## src/rtl/riscv_debug_pkg.sv

```systemverilog
// Shared types for the debug master/target bus: bus payload structs, op and
// register encodings, and the master FSM state type.
package riscv_debug_pkg;

    localparam int unsigned ADDR_W = 2;
    localparam int unsigned DATA_W = 32;
    localparam int unsigned SEL_W  = 6;
    localparam int unsigned OP_W   = 4;
    localparam int unsigned ARG_W  = 16;
    localparam int unsigned CNT_W  = 8;

    localparam logic [SEL_W-1:0] MASK_ALL = 6'h3f;

    typedef struct packed {
        logic              valid;
        logic [SEL_W-1:0]  select;
        logic [SEL_W-1:0]  mask;
        logic [OP_W-1:0]   op;
        logic [ARG_W-1:0]  arg;
        logic [DATA_W-1:0] data;
    } debug_mst_t;

    typedef struct packed {
        logic              valid;
        logic [SEL_W-1:0]  selected;
        logic              halted;
        logic              resumed;
        logic              hit_breakpoint;
        logic              op_was_none;
        logic              resp;
        logic [DATA_W-1:0] data;
        logic              attention;
    } debug_tgt_t;

    typedef enum logic [OP_W-1:0] {
        OP_CONTROL     = 4'd0,
        OP_WRITE_DATA0 = 4'd1
    } debug_op_e;

    // Argument layout for OP_CONTROL
    typedef struct packed {
        logic [13:0] rsvd;
        logic        resume_req;
        logic        halt_req;
    } control_arg_t;

    typedef enum logic [ADDR_W-1:0] {
        REG_CONTROL = 2'd0,
        REG_DATA    = 2'd1,
        REG_STATUS  = 2'd2,
        REG_COMMAND = 2'd3
    } reg_addr_e;

    typedef enum logic [1:0] {
        ST_IDLE  = 2'd0,
        ST_ISSUE = 2'd1,
        ST_WAIT  = 2'd2
    } dbg_state_e;

endpackage

```

## src/rtl/riscv_i32_debug_apb_regs.sv

```systemverilog
// APB-visible register file of the debug master: CONTROL, DATA, sticky STATUS
// and the COMMAND strobe.
module riscv_i32_debug_apb_regs
    import riscv_debug_pkg::*;
(
    input  logic              clk,
    input  logic              reset_n,
    input  logic              psel_i,
    input  logic              penable_i,
    input  logic              pwrite_i,
    input  logic [ADDR_W-1:0] paddr_i,
    input  logic [DATA_W-1:0] pwdata_i,
    output logic [DATA_W-1:0] prdata_o,
    output logic              cmd_write_o,
    output logic [SEL_W-1:0]  ctrl_select_o,
    output logic [OP_W-1:0]   ctrl_op_o,
    output logic [ARG_W-1:0]  ctrl_arg_o,
    output logic [DATA_W-1:0] wdata_o,
    input  logic              busy_i,
    input  logic              start_i,
    input  logic              timeout_set_i,
    input  logic              overrun_set_i,
    input  logic              capture_i,
    input  logic              rsp_resp_i,
    input  logic              rsp_halted_i,
    input  logic              rsp_resumed_i,
    input  logic              rsp_hit_i,
    input  logic [SEL_W-1:0]  rsp_selected_i,
    input  logic [DATA_W-1:0] rsp_data_i,
    input  logic              attn_load_i,
    input  logic              attn_i
);

    reg_addr_e         addr_c;
    logic              wr_c, rd_c, w1c_c;
    logic [DATA_W-1:0] status_c;

    logic [SEL_W-1:0]  ctrl_sel_q, ctrl_sel_d, rsp_sel_q, rsp_sel_d;
    logic [OP_W-1:0]   ctrl_op_q, ctrl_op_d;
    logic [ARG_W-1:0]  ctrl_arg_q, ctrl_arg_d;
    logic [DATA_W-1:0] wdata_q, wdata_d, rdata_q, rdata_d;
    logic              timeout_q, timeout_d, overrun_q, overrun_d, attn_q, attn_d;
    logic              resp_q, resp_d, halted_q, halted_d;
    logic              resumed_q, resumed_d, hit_q, hit_d;

    assign addr_c = reg_addr_e'(paddr_i);
    assign wr_c   = psel_i & penable_i & pwrite_i;
    assign rd_c   = psel_i & penable_i & ~pwrite_i;
    assign w1c_c  = wr_c && (addr_c == REG_STATUS);

    assign cmd_write_o   = wr_c && (addr_c == REG_COMMAND);
    assign ctrl_select_o = ctrl_sel_q;
    assign ctrl_op_o     = ctrl_op_q;
    assign ctrl_arg_o    = ctrl_arg_q;
    assign wdata_o       = wdata_q;

    assign status_c = {18'b0, rsp_sel_q, overrun_q, attn_q, hit_q, resumed_q,
                       halted_q, resp_q, timeout_q, busy_i};

    // Next-state for all registers; hardware sets take priority over W1C
    always_comb begin
        ctrl_sel_d = ctrl_sel_q;
        ctrl_op_d  = ctrl_op_q;
        ctrl_arg_d = ctrl_arg_q;
        wdata_d    = wdata_q;
        rdata_d    = rdata_q;
        rsp_sel_d  = rsp_sel_q;
        resp_d     = resp_q;
        halted_d   = halted_q;
        resumed_d  = resumed_q;
        hit_d      = hit_q;
        timeout_d  = timeout_q;
        overrun_d  = overrun_q;
        attn_d     = attn_q;
        if (wr_c && (addr_c == REG_CONTROL)) begin
            ctrl_sel_d = pwdata_i[5:0];
            ctrl_op_d  = pwdata_i[11:8];
            ctrl_arg_d = pwdata_i[31:16];
        end
        if (wr_c && (addr_c == REG_DATA)) begin
            wdata_d = pwdata_i;
        end
        if (capture_i) begin
            rdata_d   = rsp_data_i;
            rsp_sel_d = rsp_selected_i;
            resp_d    = rsp_resp_i;
            halted_d  = rsp_halted_i;
            resumed_d = rsp_resumed_i;
            hit_d     = rsp_hit_i;
        end
        if (timeout_set_i) begin
            timeout_d = 1'b1;
        end else if (start_i || (w1c_c && pwdata_i[1])) begin
            timeout_d = 1'b0;
        end
        if (overrun_set_i) begin
            overrun_d = 1'b1;
        end else if (w1c_c && pwdata_i[7]) begin
            overrun_d = 1'b0;
        end
        if (attn_load_i) begin
            attn_d = attn_i;
        end
    end

    always_ff @(posedge clk or negedge reset_n) begin
        if (!reset_n) begin
            ctrl_sel_q <= '0;
            ctrl_op_q  <= '0;
            ctrl_arg_q <= '0;
            wdata_q    <= '0;
            rdata_q    <= '0;
            rsp_sel_q  <= '0;
            resp_q     <= 1'b0;
            halted_q   <= 1'b0;
            resumed_q  <= 1'b0;
            hit_q      <= 1'b0;
            timeout_q  <= 1'b0;
            overrun_q  <= 1'b0;
            attn_q     <= 1'b0;
        end else begin
            ctrl_sel_q <= ctrl_sel_d;
            ctrl_op_q  <= ctrl_op_d;
            ctrl_arg_q <= ctrl_arg_d;
            wdata_q    <= wdata_d;
            rdata_q    <= rdata_d;
            rsp_sel_q  <= rsp_sel_d;
            resp_q     <= resp_d;
            halted_q   <= halted_d;
            resumed_q  <= resumed_d;
            hit_q      <= hit_d;
            timeout_q  <= timeout_d;
            overrun_q  <= overrun_d;
            attn_q     <= attn_d;
        end
    end

    // Zero-wait-state read mux, only driven during a read access phase
    always_comb begin
        prdata_o = '0;
        if (rd_c) begin
            case (addr_c)
                REG_CONTROL: prdata_o = {ctrl_arg_q, 4'b0, ctrl_op_q, 2'b0, ctrl_sel_q};
                REG_DATA:    prdata_o = rdata_q;
                REG_STATUS:  prdata_o = status_c;
                default:     prdata_o = '0;
            endcase
        end
    end

endmodule

```

## src/rtl/riscv_i32_debug_apb_master.sv

```systemverilog
// Debug master: turns APB COMMAND writes into single-cycle debug_mst operations,
// waits for the selected target's response, and polls attention while idle.
module riscv_i32_debug_apb_master
    import riscv_debug_pkg::*;
#(
    parameter int unsigned timeout_cycles = 15
) (
    input  logic              clk,
    input  logic              reset_n,
    input  logic              apb_psel,
    input  logic              apb_penable,
    input  logic              apb_pwrite,
    input  logic [ADDR_W-1:0] apb_paddr,
    input  logic [DATA_W-1:0] apb_pwdata,
    output logic [DATA_W-1:0] apb_prdata,
    output logic              apb_pready,
    output logic              apb_perr,
    output logic              debug_mst__valid,
    output logic [SEL_W-1:0]  debug_mst__select,
    output logic [SEL_W-1:0]  debug_mst__mask,
    output logic [OP_W-1:0]   debug_mst__op,
    output logic [ARG_W-1:0]  debug_mst__arg,
    output logic [DATA_W-1:0] debug_mst__data,
    input  logic              debug_tgt__valid,
    input  logic [SEL_W-1:0]  debug_tgt__selected,
    input  logic              debug_tgt__halted,
    input  logic              debug_tgt__resumed,
    input  logic              debug_tgt__hit_breakpoint,
    input  logic              debug_tgt__op_was_none,
    input  logic              debug_tgt__resp,
    input  logic [DATA_W-1:0] debug_tgt__data,
    input  logic              debug_tgt__attention
);

    dbg_state_e        state_q, state_d;
    logic [CNT_W-1:0]  cnt_q, cnt_d;
    logic [SEL_W-1:0]  sel_q, sel_d;
    logic              prev_idle_q;

    debug_tgt_t        tgt_c;
    debug_mst_t        mst_c;
    logic              cmd_write_c, start_c, timeout_set_c, overrun_set_c, capture_c;
    logic [SEL_W-1:0]  ctrl_select_c;
    logic [OP_W-1:0]   ctrl_op_c;
    logic [ARG_W-1:0]  ctrl_arg_c;
    logic [DATA_W-1:0] wdata_c;
    logic              unused_tgt;

    always_comb begin
        tgt_c                = '0;
        tgt_c.valid          = debug_tgt__valid;
        tgt_c.selected       = debug_tgt__selected;
        tgt_c.halted         = debug_tgt__halted;
        tgt_c.resumed        = debug_tgt__resumed;
        tgt_c.hit_breakpoint = debug_tgt__hit_breakpoint;
        tgt_c.op_was_none    = debug_tgt__op_was_none;
        tgt_c.resp           = debug_tgt__resp;
        tgt_c.data           = debug_tgt__data;
        tgt_c.attention      = debug_tgt__attention;
    end
    assign unused_tgt = tgt_c.op_was_none;

    // Operation FSM: IDLE polls attention, ISSUE pulses valid, WAIT collects or times out
    always_comb begin
        state_d       = state_q;
        cnt_d         = cnt_q;
        sel_d         = sel_q;
        start_c       = 1'b0;
        timeout_set_c = 1'b0;
        capture_c     = 1'b0;
        mst_c         = '0;
        case (state_q)
            ST_IDLE: begin
                if (cmd_write_c) begin
                    sel_d   = ctrl_select_c;
                    start_c = 1'b1;
                    state_d = ST_ISSUE;
                end
            end
            ST_ISSUE: begin
                mst_c.valid  = 1'b1;
                mst_c.select = sel_q;
                mst_c.mask   = MASK_ALL;
                mst_c.op     = ctrl_op_c;
                mst_c.arg    = ctrl_arg_c;
                mst_c.data   = wdata_c;
                cnt_d        = '0;
                state_d      = ST_WAIT;
            end
            ST_WAIT: begin
                mst_c.select = sel_q;
                mst_c.mask   = MASK_ALL;
                if (tgt_c.valid && (tgt_c.selected == sel_q)) begin
                    capture_c = 1'b1;
                    state_d   = ST_IDLE;
                end else if (cnt_q == CNT_W'(timeout_cycles - 1)) begin
                    timeout_set_c = 1'b1;
                    state_d       = ST_IDLE;
                end else begin
                    cnt_d = cnt_q + CNT_W'(1);
                end
            end
            default: state_d = ST_IDLE;
        endcase
    end

    assign overrun_set_c = cmd_write_c && (state_q != ST_IDLE);

    always_ff @(posedge clk or negedge reset_n) begin
        if (!reset_n) begin
            state_q     <= ST_IDLE;
            cnt_q       <= '0;
            sel_q       <= '0;
            prev_idle_q <= 1'b0;
        end else begin
            state_q     <= state_d;
            cnt_q       <= cnt_d;
            sel_q       <= sel_d;
            prev_idle_q <= (state_q == ST_IDLE);
        end
    end

    assign debug_mst__valid  = mst_c.valid;
    assign debug_mst__select = mst_c.select;
    assign debug_mst__mask   = mst_c.mask;
    assign debug_mst__op     = mst_c.op;
    assign debug_mst__arg    = mst_c.arg;
    assign debug_mst__data   = mst_c.data;
    assign apb_pready        = 1'b1;
    assign apb_perr          = 1'b0;

    riscv_i32_debug_apb_regs u_regs (
        .clk            (clk),
        .reset_n        (reset_n),
        .psel_i         (apb_psel),
        .penable_i      (apb_penable),
        .pwrite_i       (apb_pwrite),
        .paddr_i        (apb_paddr),
        .pwdata_i       (apb_pwdata),
        .prdata_o       (apb_prdata),
        .cmd_write_o    (cmd_write_c),
        .ctrl_select_o  (ctrl_select_c),
        .ctrl_op_o      (ctrl_op_c),
        .ctrl_arg_o     (ctrl_arg_c),
        .wdata_o        (wdata_c),
        .busy_i         (state_q != ST_IDLE),
        .start_i        (start_c),
        .timeout_set_i  (timeout_set_c),
        .overrun_set_i  (overrun_set_c),
        .capture_i      (capture_c),
        .rsp_resp_i     (tgt_c.resp),
        .rsp_halted_i   (tgt_c.halted),
        .rsp_resumed_i  (tgt_c.resumed),
        .rsp_hit_i      (tgt_c.hit_breakpoint),
        .rsp_selected_i (tgt_c.selected),
        .rsp_data_i     (tgt_c.data),
        // Attention-enable in the targets is registered, so wait one idle cycle
        .attn_load_i    ((state_q == ST_IDLE) && prev_idle_q),
        .attn_i         (tgt_c.attention)
    );

endmodule

```

## config.mk

```make
export PLATFORM = sky130hd
export DESIGN_NAME = riscv_i32_debug_apb_master
export DESIGN_NICKNAME = d
export VERILOG_FILES = /design/src/rtl/riscv_debug_pkg.sv /design/src/rtl/riscv_i32_debug_apb_regs.sv /design/src/rtl/riscv_i32_debug_apb_master.sv
export SDC_FILE = /design/constraint.sdc
export NUM_CORES = 1
export LEC_CHECK = 0
export ABC_AREA = 0
export BUFFER_PORTS_ARGS = -buffer_cell sky130_fd_sc_hd__buf_2
export CORE_MARGIN = 4
export CORE_UTILIZATION = 50
export CTS_CLUSTER_SIZE = 14
export DETAILED_ROUTE_END_ITERATION = 10
export PLACE_DENSITY_LB_ADDON = 0.08
export SLEW_MARGIN = 15
export SYNTH_ARGS = -nofsm -noshare
export SYNTH_HDL_FRONTEND = slang
export SYNTH_HIERARCHICAL = 1
export SYNTH_SLANG_ARGS = --single-unit
```

## constraint.sdc

```tcl
create_clock -name clk -period 2.6 [get_ports clk]
set_clock_uncertainty 0.2 [all_clocks]
set_input_delay 0.52 -clock clk [delete_from_list [all_inputs] [get_ports clk]]
set_output_delay 0.52 -clock clk [all_outputs]
set_load 0.01 [all_outputs]
```

Yosys cells after proc, flatten, opt, wreduce, memory -nomap -nowiden --
Index checks and enable logic that the tools add are counted.
Cells by class: add/sub/neg operators 1, equal/unequal tests 11, muxes and demuxes 23, bitwise operators 4, reduce and logical (&&, ||, !) cells 20
Operator list (count):
- one-hot mux 32 bit (3 select lines) | 1
- two-way mux 52 bit | 1
- two-way mux 32 bit | 1
- two-way mux 8 bit | 2
- one-hot mux 8 bit (2 select lines) | 1
- two-way mux 1 bit | 12
- two-way mux 12 bit | 1
- logical AND 1 bit | 9
- adder 8 x 1 -> 8 bit (second input constant) | 1
- equality test 8 x 4 -> 1 bit (second input constant) | 1
- nonzero test 2 bit | 4
- equality test 2 bit (second input constant) | 3
- equality test 6 bit | 1
- two-way mux 2 bit | 3
- != test 2 bit (second input constant) | 3
- one-hot mux 2 bit (3 select lines) | 1
- equality test 2 x 1 -> 1 bit (second input constant) | 2
- logical NOT 2 bit | 2
- AND reduction 2 bit | 2
- bitwise AND 1 bit | 3
- != test 3 bit (second input constant) | 1
- AND reduction 3 bit | 1
- OR reduction 2 bit | 1
- logical OR 1 bit | 1
- inverter 1 bit | 1
Word-level totals: register bits after elaboration 120, logic and storage cells 76, output and inout bits 99, bits of input ports 84

Logic depth before layout (Yosys ltp) --
Gate-level depths: netlist (run 1).
word-level depth 8, gate-level depth with buffers 10, gate-level depth less buffers 8

By module --
The synthesis (run 1) kept the hierarchy.
Modules (own cells, without submodules):
- riscv_i32_debug_apb_regs | seq. area each 2577.5 um^2, instances 1, cells each 324, area an instance 4563.1 um^2
- riscv_i32_debug_apb_master | seq. area each 425.4 um^2, instances 1, cells each 158, area an instance 1391.3 um^2

Worst setup path before layout (run 1) --
Ideal clock, no wire load.
path kind input to register, start input port debug_tgt__selected[3], end register u_regs.halted_q, arrival 2.037 ns, slack 0.238 ns, buffers on the path 2, setup time 0.125 ns, stages on the path 6, data required time 2.275 ns, cells stage by stage xor2_1 -> nor3_2 -> and3_1 -> clkbuf_1 -> clkbuf_1 -> mux2_2
Between the ends: word-level cells in the longest chain between the ends 4
Ends and longest elaborated chain:
- start, declared | RTL line riscv_i32_debug_apb_master.sv:25 | input logic [SEL_W-1:0] debug_tgt__selected,
- equality test 6 bit | RTL line riscv_i32_debug_apb_master.sv:93 | if (tgt_c.valid && (tgt_c.selected == sel_q)) begin
- logical AND 1 bit | RTL line riscv_i32_debug_apb_master.sv:93
- two-way mux 1 bit | RTL line riscv_i32_debug_apb_master.sv:93
- two-way mux 1 bit | RTL line riscv_i32_debug_apb_master.sv:72 | case (state_q)
- via capture_c | RTL line riscv_i32_debug_apb_master.sv:42 | logic cmd_write_c, start_c, timeout_set_c, overrun_set_c, capture_c;
- end signal, assigned | RTL line riscv_i32_debug_apb_regs.sv:129 | halted_q <= halted_d;
- end, declared | RTL line riscv_i32_debug_apb_regs.sv:43 | logic resp_q, resp_d, halted_q, halted_d;
The timed path passes the listed nets, and every way through them passes these cells. A chain may end at the register's enable or synchronous reset.

Final worst setup path (run 1) --
start register state_q[1], end output port debug_mst__data[30]
Between the ends: word-level cells in the longest chain between the ends 2
Ends and longest elaborated chain:
- start, declared | RTL line riscv_i32_debug_apb_master.sv:35 | dbg_state_e state_q, state_d;
- start signal, assigned | RTL line riscv_i32_debug_apb_master.sv:116 | state_q <= state_d;
- equality test 2 x 1 -> 1 bit | RTL line riscv_i32_debug_apb_master.sv:72
- two-way mux 52 bit | RTL line riscv_i32_debug_apb_master.sv:72
- end, declared | RTL line riscv_i32_debug_apb_master.sv:23 | output logic [DATA_W-1:0] debug_mst__data,
No other way between the ends.

==> metrics.txt, run 1 <==
global-route usage over all layers 0.230; Die Footprint 13700 um2; number of buffer cells added on primary ports 179; clock-pin transition on the worst setup and hold timing paths 0.05 ns; WP data required 1.88 ns; unrepaired setup endpoints after global routing no; top achievable clock speed 410 MHz; clk_lat worst skew 0.41 ns; CTS tree done; synth top area cells dfrtp_1, mux2_2, and2_1, mux2i_1, mux2_4; critical path type reg2out; Vias 4284; nets@finish 753; final cycle utilization of the critical path 0.939; pin count of the biggest net entering global routing 52; antenna violations before repair 0; final estimated routing congestion in global placement 0.812; Reg2Reg Capture Point state_q[1]; Detail Route Antenna Nets 0; final-layout fill cell count 911; startpoint type of the worst setup path flip-flop; Worst IR Drop VDD 0.543 mV; async set-reset flop share out of synthesis 1.00; hold slack final 0.143 ns; number of violations of the max-capacitance limit 0; total of warnings raised by yosys 6; number of failing setup endpoints in the final timing report 0; residual overflow from global routing 0; half-perimeter wire length of the detailed placement result 10600 um; via count of the first global-routing pass 4570; final setup TNS 0 ns; total count of max-transition violations in the final report 0; post-detailed-route wirelength per cell 18.4 um; Starting Density 0.517; slew at the pin closest to its max-slew limit 0.593 ns; post-DR vias/cell 5.24; dominant synthesized flop cell dfrtp_1; leakage component of the power 0.00401 uW; I/O pin total 183; horizontal die dimension 117 um; data arrival time of the critical path 1.72 ns; post-synth cell types 46; number of cells traversed by the worst register-to-register path 7; iteration-0 DRC count of the detailed router 193; H-Tree Depth 4; post-synthesis net count 571; Final Critical Period 2.44 ns; netlist area before placement 5950 um2; area share of the largest cell type after synthesis 0.504; Worst slew margin 0.605; Post-synth EDFFs 0; final hold violation count 0; height of the chip 117 um; area of the core region 11500 um2; Register-to-Register Setup Slack 0.35 ns; clock sink count 120; Max stage delay cell, worst path dfrtp_1; flops & latches, synth 120; post-route DRC violation count 0; worst-path cell chain inv_1 > ha_4 > buf_12 > and2_1 > buf_2; hold path cells 2; post-synthesis average cell area 12.4 um2; clock root buffer clkbuf_16; layout cell share with drive strength beyond 1 0.512; area added between synthesis and finish 27.4%; FF-to-FF Start cnt_q[0]; path class of the lowest-slack min-delay path in2reg; endpoint of the worst hold-timing path u_regs/rdata_q[17]; Pwr per Cell Area 851 nW/um2; critical-path maximum fanout 33; Post CTS Setup Buffer Count 0; maximum clock path buffer count 2; Placement Rows 39; run status complete, no violations; Antenna Cells 0; TritonRoute pass-1 iters 4; element type at the critical path end output pin; worst hold path startpoint debug_tgt__data[17]; Routed WL 15000 um; clock buffer count from CTS 17; post-synthesis cell type with the largest combined area dfrtp_1; sequential share of the synthesized area 0.504; first-pass GRT wire length 23700 um; delay of the slowest cell on the worst path 0.39 ns; gate count after technology mapping 482
how the worst max path moves through the flow:
stage                            from                   to  slack [ns]  cells after the start
3_5_place_dp             apb_paddr[0]   u_regs/wdata_o[21]        0.15                      5
6_report                   state_q[1]  debug_mst__data[30]        0.16                      5
5_1_grt                    state_q[1]  debug_mst__data[11]        0.03                      5
4_1_cts                    state_q[1]  debug_mst__data[30]       0.007                      5
3_3_place_gp             apb_paddr[0]        apb_prdata[0]        0.18                      6
2_1_floorplan  debug_tgt__selected[3]      u_regs/halted_q        0.24                      6
flip-flops by register name (all words and copies together), names as in the netlist:
| signal | flops |
|---|---|
| u_regs/wdata_o | 32 |
| u_regs/resp_q | 1 |
| sel_q | 6 |
| u_regs/timeout_q | 1 |
| prev_idle_q | 1 |
| state_q | 2 |
| u_regs/ctrl_op_o | 4 |
| u_regs/rdata_q | 32 |
| u_regs/ctrl_arg_o | 16 |
| u_regs/rsp_sel_q | 6 |
| cnt_q | 8 |
| u_regs/overrun_q | 1 |
| u_regs/hit_q | 1 |
| u_regs/ctrl_select_o | 6 |
| u_regs/attn_q | 1 |
| u_regs/halted_q | 1 |
| u_regs/resumed_q | 1 |
Yosys cell counts (2+ instances only):
master,instances
dfrtp_1,120
mux2_2,82
and2_1,59
mux2i_1,32
nor2_1,30
nand2_1,23
mux2_4,20
clkbuf_1,16
a21oi_1,10
buf_4,10
or2_2,10
inv_1,9
mux2_1,6
ha_1,5
a22oi_1,4
buf_2,4
and3_1,3
nand4_1,3
xnor2_1,3
xor2_1,3
buf_12,2
conb_1,2
nor4b_1,2
or4b_4,2
kinds of logic after synthesis:
group | Yosys count | share of synthesized area
AOI/OAI and AO/OA | 22 | 0.0261
muxes | 140 | 0.271
xor gates and xnor gates | 6 | 0.00883
other | 2 | 0.00126
adders and majority gates | 5 | 0.0105
and+or+nand+nor | 144 | 0.137
DFF | 120 | 0.504
buffers and inverters | 43 | 0.0412
power by group:
group	switching [uW]	total, uW	internal, uW
clock	762	2180	1420
sequential	273	2530	2260
combinational	860	1740	879
area by class of cell:
type	count	area, um2	area share
Sequential cell	120	3000	0.396
Multi-Input combinational cell	319	2720	0.359
Timing Repair Buffer	197	1100	0.145
Clock buffer	26	509	0.0672
Tap cell	143	179	0.0236
Clock inverter	3	40.0	0.00528
Inverter	9	33.8	0.00445
metal layers:
metal | global-route usage | vias up | wire, um | part of all wire
li1 | - | 2001 | - | -
met1 | 0.294 | 2110 | 6410 | 0.43
met2 | 0.357 | 149 | 7280 | 0.48
met3 | 0.0781 | 24 | 1000 | 0.067
met4 | 0.0971 | 0 | 314 | 0.021
met5 | 0 | - | 0 | 0
timing repair:
action | in CTS | in global routing
endpoints found under the setup margin | 0 | 38
hold buffers | 1 | 0
endpoints found under the hold margin | 38 | 0
gates resized for setup | 0 | 1
worst max-delay path, delay by kind of cell (launching register included):
| family | cells | cell delay, ns |
|---|---|---|
| AND/OR/NAND/NOR | 1 | 0.16 |
| flip-flops | 1 | 0.39 |
| buffers and inverters | 3 | 0.47 |
| adder cells (fa/ha/maj) | 1 | 0.29 |
cell usage in the layout (no fill, tap or decap), types with 13 or more instances in the layout:
cell,Yosys,final
mux2_4,20,20
mux2i_1,32,32
nand2_1,23,23
buf_2,4,178
and2_1,59,59
clkbuf_16,0,17
dfrtp_1,120,120
mux2_2,82,82
buf_4,10,13
nor2_1,30,30
metrics by stage:
step                      std cells  total power (uW)  utilization  area [um2]  setup WS (ns)
final                           817              6450        0.659        7580          0.158
after detailed placement        787              4290        0.609        7010          0.149
after CTS                       817              6520        0.658        7570        0.00658
after global placement          787              4210        0.609        7010          0.184
after floorplan                 482              3650            -        5950          0.238
after global routing            817              6850        0.659        7580         0.0327
(Power assumes the default switching activity.)
==> run 2: changes to the inputs <==
--- a/config.mk
+++ b/config.mk
@@ -15,5 +15,4 @@
 export SLEW_MARGIN = 15
 export SYNTH_ARGS = -nofsm -noshare
 export SYNTH_HDL_FRONTEND = slang
-export SYNTH_HIERARCHICAL = 1
 export SYNTH_SLANG_ARGS = --single-unit
==> metrics.txt, run 2 <==
run status complete, no violations; Routed WL 14500 um (-3.7%); path class of the lowest-slack min-delay path in2reg; Pwr per Cell Area 862 nW/um2 (+1.3%); commonest cells after routing, fill and taps aside buf_2, dfrtp_1, mux2_2, and2_1, nor2_1; TritonRoute pass-1 iters 4 (unchanged); design internal power 4580 uW (+0.53%); Hold-fix buffers, CTS 1 (unchanged); final estimated routing congestion in global placement 0.799 (-1.5%); netlist area before placement 5780 um2 (-3.0%); commonest cells in the synthesized netlist dfrtp_1, mux2_2, and2_1; WP data required 2.69 ns (+0.81 ns); startpoint type of the worst setup path flip-flop; Antenna Cells 0 (unchanged); Post-synth EDFFs 0 (unchanged); data arrival time of the critical path 2.55 ns (+0.83 ns); total count of max-transition violations in the final report 0 (unchanged); post-synth cell types 35 (-24%); Die Footprint 13300 um2 (-2.8%); Post CTS Setup Buffer Count 0 (unchanged); clk_lat worst skew 0.41 ns (about the same); post-detailed-route wirelength per cell 17.7 um (-3.9%); number of buffer cells added on primary ports 179 (unchanged); I/O pin total 183 (unchanged); gate count after technology mapping 482 (unchanged); Worst IR Drop VDD 0.776 mV (+43%); H-Tree Depth 4 (unchanged); element type at the critical path end flip-flop; nets@finish 754 (+0.13%); Placement Rows 38 (-2.6%); post-synthesis net count 571 (unchanged); first-pass GRT wire length 23400 um (-1.2%); area of all placed cells without fillers 7500 um2 (-1.1%); post-synthesis cell type with the largest combined area dfrtp_1; via count of the first global-routing pass 4578 (+0.18%); half-perimeter wire length of the detailed placement result 10400 um (-1.7%); synth top area cells dfrtp_1, mux2_2, and2_1, mux2i_1, nor2_1; post-route DRC violation count 0 (unchanged); async set-reset flop share out of synthesis 1.00 (unchanged); critical-path maximum fanout 6 (-82%); number of violations of the max-capacitance limit 0 (unchanged); Area after DPL 6890 um2 (-1.7%); final setup TNS 0 ns (unchanged); clock root buffer clkbuf_16; unrepaired setup endpoints after global routing no; final hold violation count 0 (unchanged); leakage component of the power 0.00397 uW (-0.84%); switching power 1880 uW (-0.81%); Detail Route Antenna Nets 0 (unchanged); horizontal die dimension 115 um (-1.4%); residual overflow from global routing 0 (unchanged); area share of the largest cell type after synthesis 0.520 (+0.0155); clock buffer count from CTS 17 (unchanged); maximum clock path buffer count 2 (unchanged); clock-pin transition on the worst setup and hold timing paths 0.05 ns (about the same); height of the chip 115 um (-1.4%); global-route usage over all layers 0.229 (-0.000924); critical path type reg2reg; top achievable clock speed 408 MHz (-0.48%); logic gate share of total power 0.254 (-0.016); Vias 4285 (+0.023%); total of warnings raised by yosys 0 (-6); share of total power in sequential cells 0.386 (-0.006); final-layout fill cell count 906 (-0.55%); final cycle utilization of the critical path 0.944 (+0.00454); number of failing setup endpoints in the final timing report 0 (unchanged); Starting Density 0.521 (+0.00440); cell with the most instances after synthesis dfrtp_1; sequential share of the synthesized area 0.520 (+0.0155); post-DR vias/cell 5.24 (about the same); most common cell after layout, fill and taps aside buf_2; layout cell share with drive strength beyond 1 0.496 (-0.0163); Clk pwr share 0.360 (+0.022); dominant synthesized flop cell dfrtp_1; pin count of the biggest net entering global routing 55 (+5.8%); area of the core region 11100 um2 (-3.8%); post-synthesis average cell area 12.0 um2 (-3.0%); hold slack final 0.127 ns (-0.0167 ns); CTS tree done; area added between synthesis and finish 29.8%; Final Critical Period 2.45 ns (+0.0118 ns); flops & latches, synth 120 (unchanged); antenna violations before repair 0 (unchanged); proportion of total power due to net switching 0.291 (-0.00276); clock sink count 120 (unchanged); iteration-0 DRC count of the detailed router 165 (-15%); Gates resized, CTS repair 0 (unchanged)
==> run 2: changes by cell type in the layout (fill, tap and decap cells not counted), sizes merged, moves of 3 or more <==
cell | before | now
nor2 | 30 | 45
nand2 | 23 | 14
or2 | 10 | 1
nand3 | 1 | 7
and3 | 3 | 8
inv | 9 | 5
clkinv | 2 | 5
==> run 2: cells by family after synthesis <==
family / synth area share
simple gates: 0.135
mux: 0.269
flops: 0.520
buf+inv: 0.0323
compound gates: 0.0236
xor+xnor: 0.00910
fa+ha+maj: 0.0108
other cells: 0.00130
==> run 2: power by group through the flow <==
stage | Sequential, uW | Combinational [uW] | Clock [uW]
2_1_floorplan | 2430 | 1130 | 0
3_3_place_gp | 2500 | 1620 | 0
3_5_place_dp | 2520 | 1660 | 0
4_1_cts | 2490 | 1670 | 2370
5_1_grt | 2550 | 1820 | 2470
6_report | 2490 | 1640 | 2320
==> run 2: area by class of cell <==
type,instances,area [um2],area share
Timing Repair Buffer,199,1110,0.149
Inverter,5,18.8,0.00250
Clock inverter,8,92.6,0.0123
Multi-Input combinational cell,322,2590,0.346
Sequential cell,120,3000,0.400
Clock buffer,24,502,0.0669
Tap cell,140,175,0.0234
==> run 2: metal layers <==
layer / part of all wire / up-vias / GRT usage
met5: 0 / - / 0
met4: 0.020 / 0 / 0.0876
met3: 0.079 / 27 / 0.0762
met2: 0.48 / 144 / 0.368
met1: 0.42 / 2101 / 0.287
li1: - / 2013 / -
==> run 2: worst paths after layout <==
path	startpoint	to	slack [ns]	cells past startpoint
min in group asynchronous	reset_n	u_regs.wdata_o[1]	0.41	2
max in group asynchronous	reset_n	u_regs.ctrl_op_o[1]	1.09	3
min reg2reg	cnt_q[7]	cnt_q[7]	0.29	1
max reg2reg	cnt_q[0]	state_q[1]	0.15	7
max	cnt_q[0]	state_q[1]	0.15	7
min	debug_tgt__data[21]	u_regs.rdata_q[21]	0.13	2
==> run 2: through the flow <==
stage	instances	setup slack [ns]	util	total power [uW]
floorplan	482	0.175	-	3570
global route	818	0.0458	0.677	6840
detailed placement	785	0.111	0.622	4180
global placement	785	0.151	0.622	4120
finish	818	0.146	0.677	6460
CTS	818	0.155	0.677	6540
==> run 2: critical path, cell delays in order (launching register included) <==
cell	delay, ns
dfrtp_1	0.42
inv_1	0.09
ha_1	0.14
or4b_1	0.41
or3_1	0.34
and2_4	0.19
a22o_1	0.24
mux2_4	0.30
